--- src/rtl/secret_accum_bank.sv ---
// secret_accum_bank
//   CHANNELS independent WIDTH-bit accumulators. Each accepted input adds
//   in_data plus the hidden constant SECRET_VALUE to the selected channel,
//   and the update is reported on a 1-entry registered valid/ready stream.
//   A combinational read/bypass port exposes either in_data or acc[rd_chan].
//
//   Optional build macro: SECRET_ACCUM_SAT_EN
//     defined   -> saturating accumulate (overflow stores all-ones)
//     undefined -> modular wrap; out_ovf still flags the carry
//
// Ports:
//   clk, rst_n          clock, synchronous active-low reset
//   clk_en              0 freezes all state (reset still applies)
//   in_valid/in_ready   input handshake; in_chan selects, in_data is addend
//   clr_valid/clr_chan  clear request (no handshake, no report)
//   out_valid/out_ready update report; out_chan/out_data/out_ovf payload
//   rd_chan/rd_bypass   combinational read select; rd_data result
//   accept_count        count of accepted in-range inputs (wraps at 2^32)
module secret_accum_bank #(
  parameter int WIDTH        = 32,
  parameter int CHANNELS     = 4,
  parameter int SECRET_VALUE = 7,
  localparam int CW          = (CHANNELS > 1) ? $clog2(CHANNELS) : 1
) (
  input  logic             clk,
  input  logic             rst_n,
  input  logic             clk_en,
  input  logic             in_valid,
  output logic             in_ready,
  input  logic [CW-1:0]    in_chan,
  input  logic [WIDTH-1:0] in_data,
  input  logic             clr_valid,
  input  logic [CW-1:0]    clr_chan,
  output logic             out_valid,
  input  logic             out_ready,
  output logic [CW-1:0]    out_chan,
  output logic [WIDTH-1:0] out_data,
  output logic             out_ovf,
  input  logic [CW-1:0]    rd_chan,
  input  logic             rd_bypass,
  output logic [WIDTH-1:0] rd_data,
  output logic [31:0]      accept_count
);

  localparam logic [CW:0]      NCH      = (CW+1)'(CHANNELS);
  localparam logic [WIDTH+1:0] SECRET_X = {2'b00, WIDTH'(SECRET_VALUE)};

  logic [WIDTH-1:0] acc_q [CHANNELS];
  logic             out_valid_q;
  logic [CW-1:0]    out_chan_q;
  logic [WIDTH-1:0] out_data_q;
  logic             out_ovf_q;
  logic [31:0]      accept_count_q;

  logic             in_ready_w;
  logic             accept_w;
  logic             in_hit_w;
  logic             clr_hit_w;
  logic             ovf_d;
  logic [WIDTH-1:0] base_w;
  logic [WIDTH+1:0] sum_w;
  logic [WIDTH-1:0] acc_d;
  logic [WIDTH-1:0] rd_sel_w;

  // Single-entry output register without skid: accept only when the slot
  // is empty or being drained this cycle.
  assign in_ready_w = clk_en & (~out_valid_q | out_ready);
  assign accept_w   = in_valid & in_ready_w;
  assign in_hit_w   = accept_w & ({1'b0, in_chan} < NCH);
  assign clr_hit_w  = clr_valid & clk_en & ({1'b0, clr_chan} < NCH);

  always_comb begin
    base_w = '0;
    for (int unsigned c = 0; c < CHANNELS; c++) begin
      if (in_chan == CW'(c)) base_w = acc_q[c];
    end
    // Clear and add on the same channel: the add starts from zero.
    if (clr_valid && (clr_chan == in_chan)) base_w = '0;
    sum_w = {2'b00, base_w} + {2'b00, in_data} + SECRET_X;
    ovf_d = |sum_w[WIDTH+1:WIDTH];
`ifdef SECRET_ACCUM_SAT_EN
    acc_d = ovf_d ? '1 : sum_w[WIDTH-1:0];
`else
    acc_d = sum_w[WIDTH-1:0];
`endif
  end

  always_comb begin
    rd_sel_w = '0;
    for (int unsigned c = 0; c < CHANNELS; c++) begin
      if (rd_chan == CW'(c)) rd_sel_w = acc_q[c];
    end
  end

  always_ff @(posedge clk) begin
    if (!rst_n) begin
      for (int unsigned c = 0; c < CHANNELS; c++) acc_q[c] <= '0;
      out_valid_q    <= 1'b0;
      out_chan_q     <= '0;
      out_data_q     <= '0;
      out_ovf_q      <= 1'b0;
      accept_count_q <= '0;
    end else if (clk_en) begin
      // The accept write already accounts for a same-channel clear via
      // base_w, so it takes priority over the plain clear.
      for (int unsigned c = 0; c < CHANNELS; c++) begin
        if (in_hit_w && (in_chan == CW'(c))) begin
          acc_q[c] <= acc_d;
        end else if (clr_hit_w && (clr_chan == CW'(c))) begin
          acc_q[c] <= '0;
        end
      end
      if (in_hit_w) begin
        out_valid_q    <= 1'b1;
        out_chan_q     <= in_chan;
        out_data_q     <= acc_d;
        out_ovf_q      <= ovf_d;
        accept_count_q <= accept_count_q + 32'd1;
      end else if (out_ready) begin
        out_valid_q <= 1'b0;
      end
    end
  end

  assign in_ready     = in_ready_w;
  assign out_valid    = out_valid_q;
  assign out_chan     = out_chan_q;
  assign out_data     = out_data_q;
  assign out_ovf      = out_ovf_q;
  assign accept_count = accept_count_q;
  assign rd_data      = rd_bypass ? in_data : rd_sel_w;

endmodule

--- config.mk ---
export PLATFORM = sky130hd
export DESIGN_NAME = secret_accum_bank
export DESIGN_NICKNAME = d
export VERILOG_FILES = /design/src/rtl/secret_accum_bank.sv
export SDC_FILE = /design/constraint.sdc
export NUM_CORES = 1
export LEC_CHECK = 0
export CAP_MARGIN = 10
export CORE_ASPECT_RATIO = 1.75
export CORE_MARGIN = 5
export CORE_UTILIZATION = 47
export CTS_CLUSTER_SIZE = 10
export DETAILED_ROUTE_END_ITERATION = 8
export MAX_ROUTING_LAYER = met4
export PLACE_DENSITY = 0.72
export SLEW_MARGIN = 10
export SYNTH_ARGS = -nofsm -noshare
export SYNTH_HDL_FRONTEND = slang
export SYNTH_SLANG_ARGS = --single-unit
--- constraint.sdc ---
create_clock -name clk -period 5.9 [get_ports clk]
set_input_delay 1.475 -clock clk [delete_from_list [all_inputs] [get_ports clk]]
set_output_delay 1.475 -clock clk [all_outputs]
set_load 0.05 [all_outputs]
After elaboration in Yosys (flattened, before gate mapping). Memory sizes are Yosys's and may differ from the RTL's. Index checks and enable logic that the tools add are counted.

RAM bits: 128. Word-level logic and storage cells: 105. Memories kept: 1. Bits in registers: 68.

Bitwise logic cells: 13. Reduce and logical (&&, ||, !) cells: 16. Multiplexer cells: 57. Add/sub/neg operators: 3. Equal/unequal tests: 10.

Memories: acc_q (words 4, bits a word 32, rd ports 4, clocked after Yosys merged registers in 0, wr ports 4, RTL line 48) `logic [WIDTH-1:0] acc_q [CHANNELS];`.

Operators with widths (count): 32-bit 2-to-1 mux (18); 1-bit 2-to-1 mux (39); 33-bit by 3-bit adder with 34-bit output, second input constant (1); 32-bit by 32-bit adder with 33-bit output (1); 32-bit by 1-bit adder with 32-bit output, second input constant (1); 2-bit == test, second input constant (6); 1-bit logical AND (9); 1-bit bitwise OR (9); 2-bit by 1-bit == test with 1-bit output, second input constant (3); 2-bit logical NOT (3); 2-bit AND reduction (2); 1-bit AND (3); 2-bit == test (1); 2-bit nonzero test (1); 2-bit OR reduction (1); 1-bit NOT (1).

Depth between registers and ports, before layout.
Depth in word-level cells: 11. Mapped depth: 18.

Worst setup path before layout. No wires, ideal clock.

Path kind: input to register. Start point: in in_valid. End point: mem acc_q[0][0], enable pin. Path buffers: 1. Setup slack: -0.420 ns. Cell stages on the path: 4. Arrival: 5.787 ns. Cells stage by stage: and2_2 > nand2_1 > clkbuf_1 > o311ai_0.

RTL lines: start: declaration (RTL line 28) `input logic in_valid,`; end: declaration (RTL line 48).

==> impl_metrics.json <==
{
  "status": "completed",
  "max_stage_delay_ns": 0.51,
  "hold_ws_ns": 0.473,
  "final_cell_mix": "146 x nor2_1, 128 x edfxtp_1, 108 x clkdlybuf4s50_1",
  "drt-total-wl_microns": 31300,
  "rows": 75,
  "grt_pass1_vias": 8884,
  "setup_violations": 0,
  "areaGrowthSynthToFinish_pct": 20.6,
  "ys_warn_count": 0,
  "worst_pin_slew_ns": 0.952,
  "setup_slack_ns": 0.508,
  "min_period_ns": 5.39,
  "hold_viol": 0,
  "critPathLaunch": "clr_chan[0]",
  "layout_commonest_cell": "nor2_1",
  "crit_fanout": 9,
  "layout.cells.non_filler": 1468,
  "numCtsBuffers": 17,
  "power_mw": 3.90,
  "grt_max_degree": 54,
  "n_antenna_cell": 0,
  "cts_resized": 0,
  "synth-async-reset-ratio": 0,
  "gp_congestion": 0.894,
  "crit_buf_inv": 3,
  "clk_pin_slew_ns": 0.07,
  "grt_overflow": 0,
  "design_area_sq_um": 13800,
  "hp-class": "reg2reg",
  "die_w_microns": 128,
  "cts-hold-fix-buffers": 0,
  "ir_drop_mv": 0.210,
  "drive_gt1_frac": 0.181,
  "skew_ns": 0.0153,
  "slew_headroom": 0.364,
  "maxSlewViolCount": 0,
  "drcViolationCount": 0,
  "clockRootBuffer": "clkbuf_16",
  "initial_core_util": 0.478,
  "synth_edf_count": 128,
  "nNetsFinal": 1257,
  "dp_hpwl_microns": 21400,
  "ant_nets": 0,
  "synth_cells": 1023,
  "post-route-period-util": 0.914,
  "cts_sinks": 196,
  "vias_per_cell": 5.80,
  "fmax_mhz": 185,
  "io_pins": 146,
  "dp_cells": 1436,
  "cts_max_level": 4,
  "io_buffers": 145,
  "antenna_found_initial": 0,
  "syn_nets": 1133,
  "critPathRequiredTime_ns": 6.06,
  "syn_area_per_cell_sq_um": 11.2,
  "cts_setup_buffers": 0,
  "cp_top_family": "compound AO/OA/AOI/OAI gates",
  "synth-main-ff-cell": "edfxtp_1",
  "cts_tree": "yes",
  "drt-pass1-iter-count": 5,
  "startpoint_type": "primary input",
  "rsz0062_at_grt": "false",
  "cp_cell_sequence": "clkdlybuf4s50_1 > xnor2_1 > and3_1 > buf_4 > nand2b_1 > ha_1 > inv_1 > fa_1 > a21oi_1 > o21ai_1 > a22oi_2 > o21ai_4 > o221ai_2 > nor3_1 > nor2_1 > xor2_1 > nor2_1",
  "synth_seq_cells": 196,
  "finish.utilization": 0.576,
  "routedWlPerCell_microns": 21.3,
  "die_h_microns": 217,
  "setup.worst_path.class": "in2reg",
  "power.density_nw_per_um2": 282,
  "tns_ns": 0,
  "rr_startpoint": "acc_q[3][0]$_SDFFCE_PP0P_",
  "coreArea_sq_um": 24000,
  "dieArea_sq_um": 27800,
  "num_vias": 8512,
  "grt_pass1_wl_microns": 48800,
  "post-place-ws_ns": 0.146,
  "synth-seq-area-share": 0.454,
  "synth.distinct_cells": 65,
  "ctsLongestPathBuffers": 2,
  "cpMaxStageDelayCell": "clkdlybuf4s50_1",
  "synth_area_sq_um": 11500,
  "critPathCaptureType": "flop",
  "arrival_ns": 5.55,
  "grt_usage": 0.237,
  "clk_latency_ns": 0.44,
  "worst_path_most_repeated_cell": "nor2_1",
  "maxCapViolCount": 0,
  "leakage_nw": 5.35,
  "drtIter0Drc": 511,
  "hp-start": "out_chan[0]$_SDFFE_PN0P_",
  "dpl_cell_area_sq_um": 13200
}
flip-flops by register name (all words and copies together) (netlist names):
register      count
acc_q           128
accept_count     32
out_chan          2
out_data         32
out_ovf           1
out_valid         1
power breakdown:
part,switching (mW),internal [mW],leakage [nW]
registers,0.0378,1.54,1.90
logic,0.708,0.403,3.16
clock network,0.520,0.690,0.291
total,1.27,2.64,5.35
Yosys cell counts, types with 4 or more instances:
| master | number | area (sq um) |
|---|---|---|
| nor2_1 | 146 | 548 |
| edfxtp_1 | 128 | 3840 |
| nand2_1 | 71 | 267 |
| dfxtp_1 | 68 | 1360 |
| ha_1 | 64 | 801 |
| mux4_2 | 64 | 1440 |
| clkbuf_1 | 48 | 180 |
| o21ai_0 | 44 | 220 |
| and2_1 | 41 | 257 |
| xnor2_1 | 38 | 333 |
| nor2b_1 | 34 | 213 |
| mux2_2 | 33 | 372 |
| a21oi_1 | 32 | 160 |
| nand3_1 | 24 | 120 |
| inv_1 | 22 | 82.6 |
| o21ai_1 | 12 | 60.1 |
| xor2_1 | 12 | 105 |
| a21boi_0 | 11 | 82.6 |
| a21o_1 | 11 | 82.6 |
| nand2b_1 | 11 | 68.8 |
| or3_1 | 11 | 68.8 |
| nand4_1 | 7 | 43.8 |
| and3_1 | 6 | 37.5 |
| a211oi_1 | 5 | 37.5 |
| buf_1 | 5 | 18.8 |
| nor3_1 | 5 | 25.0 |
| o211a_1 | 5 | 50.1 |
| o21bai_1 | 5 | 37.5 |
| a21boi_1 | 4 | 30.0 |
| a31oi_1 | 4 | 25.0 |
| buf_2 | 4 | 20.0 |
| o211ai_1 | 4 | 30.0 |
metal layers:
layer / vias to the layer above / routed length, microns / GRT usage / part of all wire
li1: 3973 / - / - / -
met1: 4207 / 11700 / 0.268 / 0.37
met2: 284 / 16800 / 0.412 / 0.54
met3: 48 / 2070 / 0.0557 / 0.066
met4: 0 / 719 / 0.0754 / 0.023
met5: - / 0 / - / 0
final timing paths:
check / endpoint / slack (ns) / cells past startpoint
worst max-delay path: acc_q[1][27]$_SDFFCE_PP0P_ / 0.51 / 17
worst min-delay path: out_chan[0]$_SDFFE_PN0P_ / 0.47 / 2
worst max register to register: acc_q[1][27]$_SDFFCE_PP0P_ / 1.89 / 15
worst min register to register: out_chan[0]$_SDFFE_PN0P_ / 0.47 / 2
worst min-delay path: cells and delay by family (launching register included):
kind | cells | cell delay, ns
flops | 1 | 0.31
simple gates | 1 | 0.05
compound gates | 1 | 0.07
cell families (layout without fill, tap and decap cells):
logic type                 after synthesis  after routing  synth area share
DFF                                    196            196             0.454
adders and majority gates               65             65            0.0715
buffers and inverters                   81            218            0.0279
xor gates and xnor gates                50             50            0.0382
and+or+nand+nor                        378            378             0.162
muxes                                   97             97             0.158
AOI/OAI and AO/OA                      156            156            0.0890
layout make-up:
type / count / area, sq um
clock buffer: 23 / 500
fill: 2068 / 10200
inverter: 22 / 82.6
tap: 308 / 385
timing repair buffer: 164 / 1530
clock inverter: 9 / 114
multi-input combinational: 746 / 6020
sequential: 196 / 5200
No activity file was read; power rests on OpenSTA's default activity.
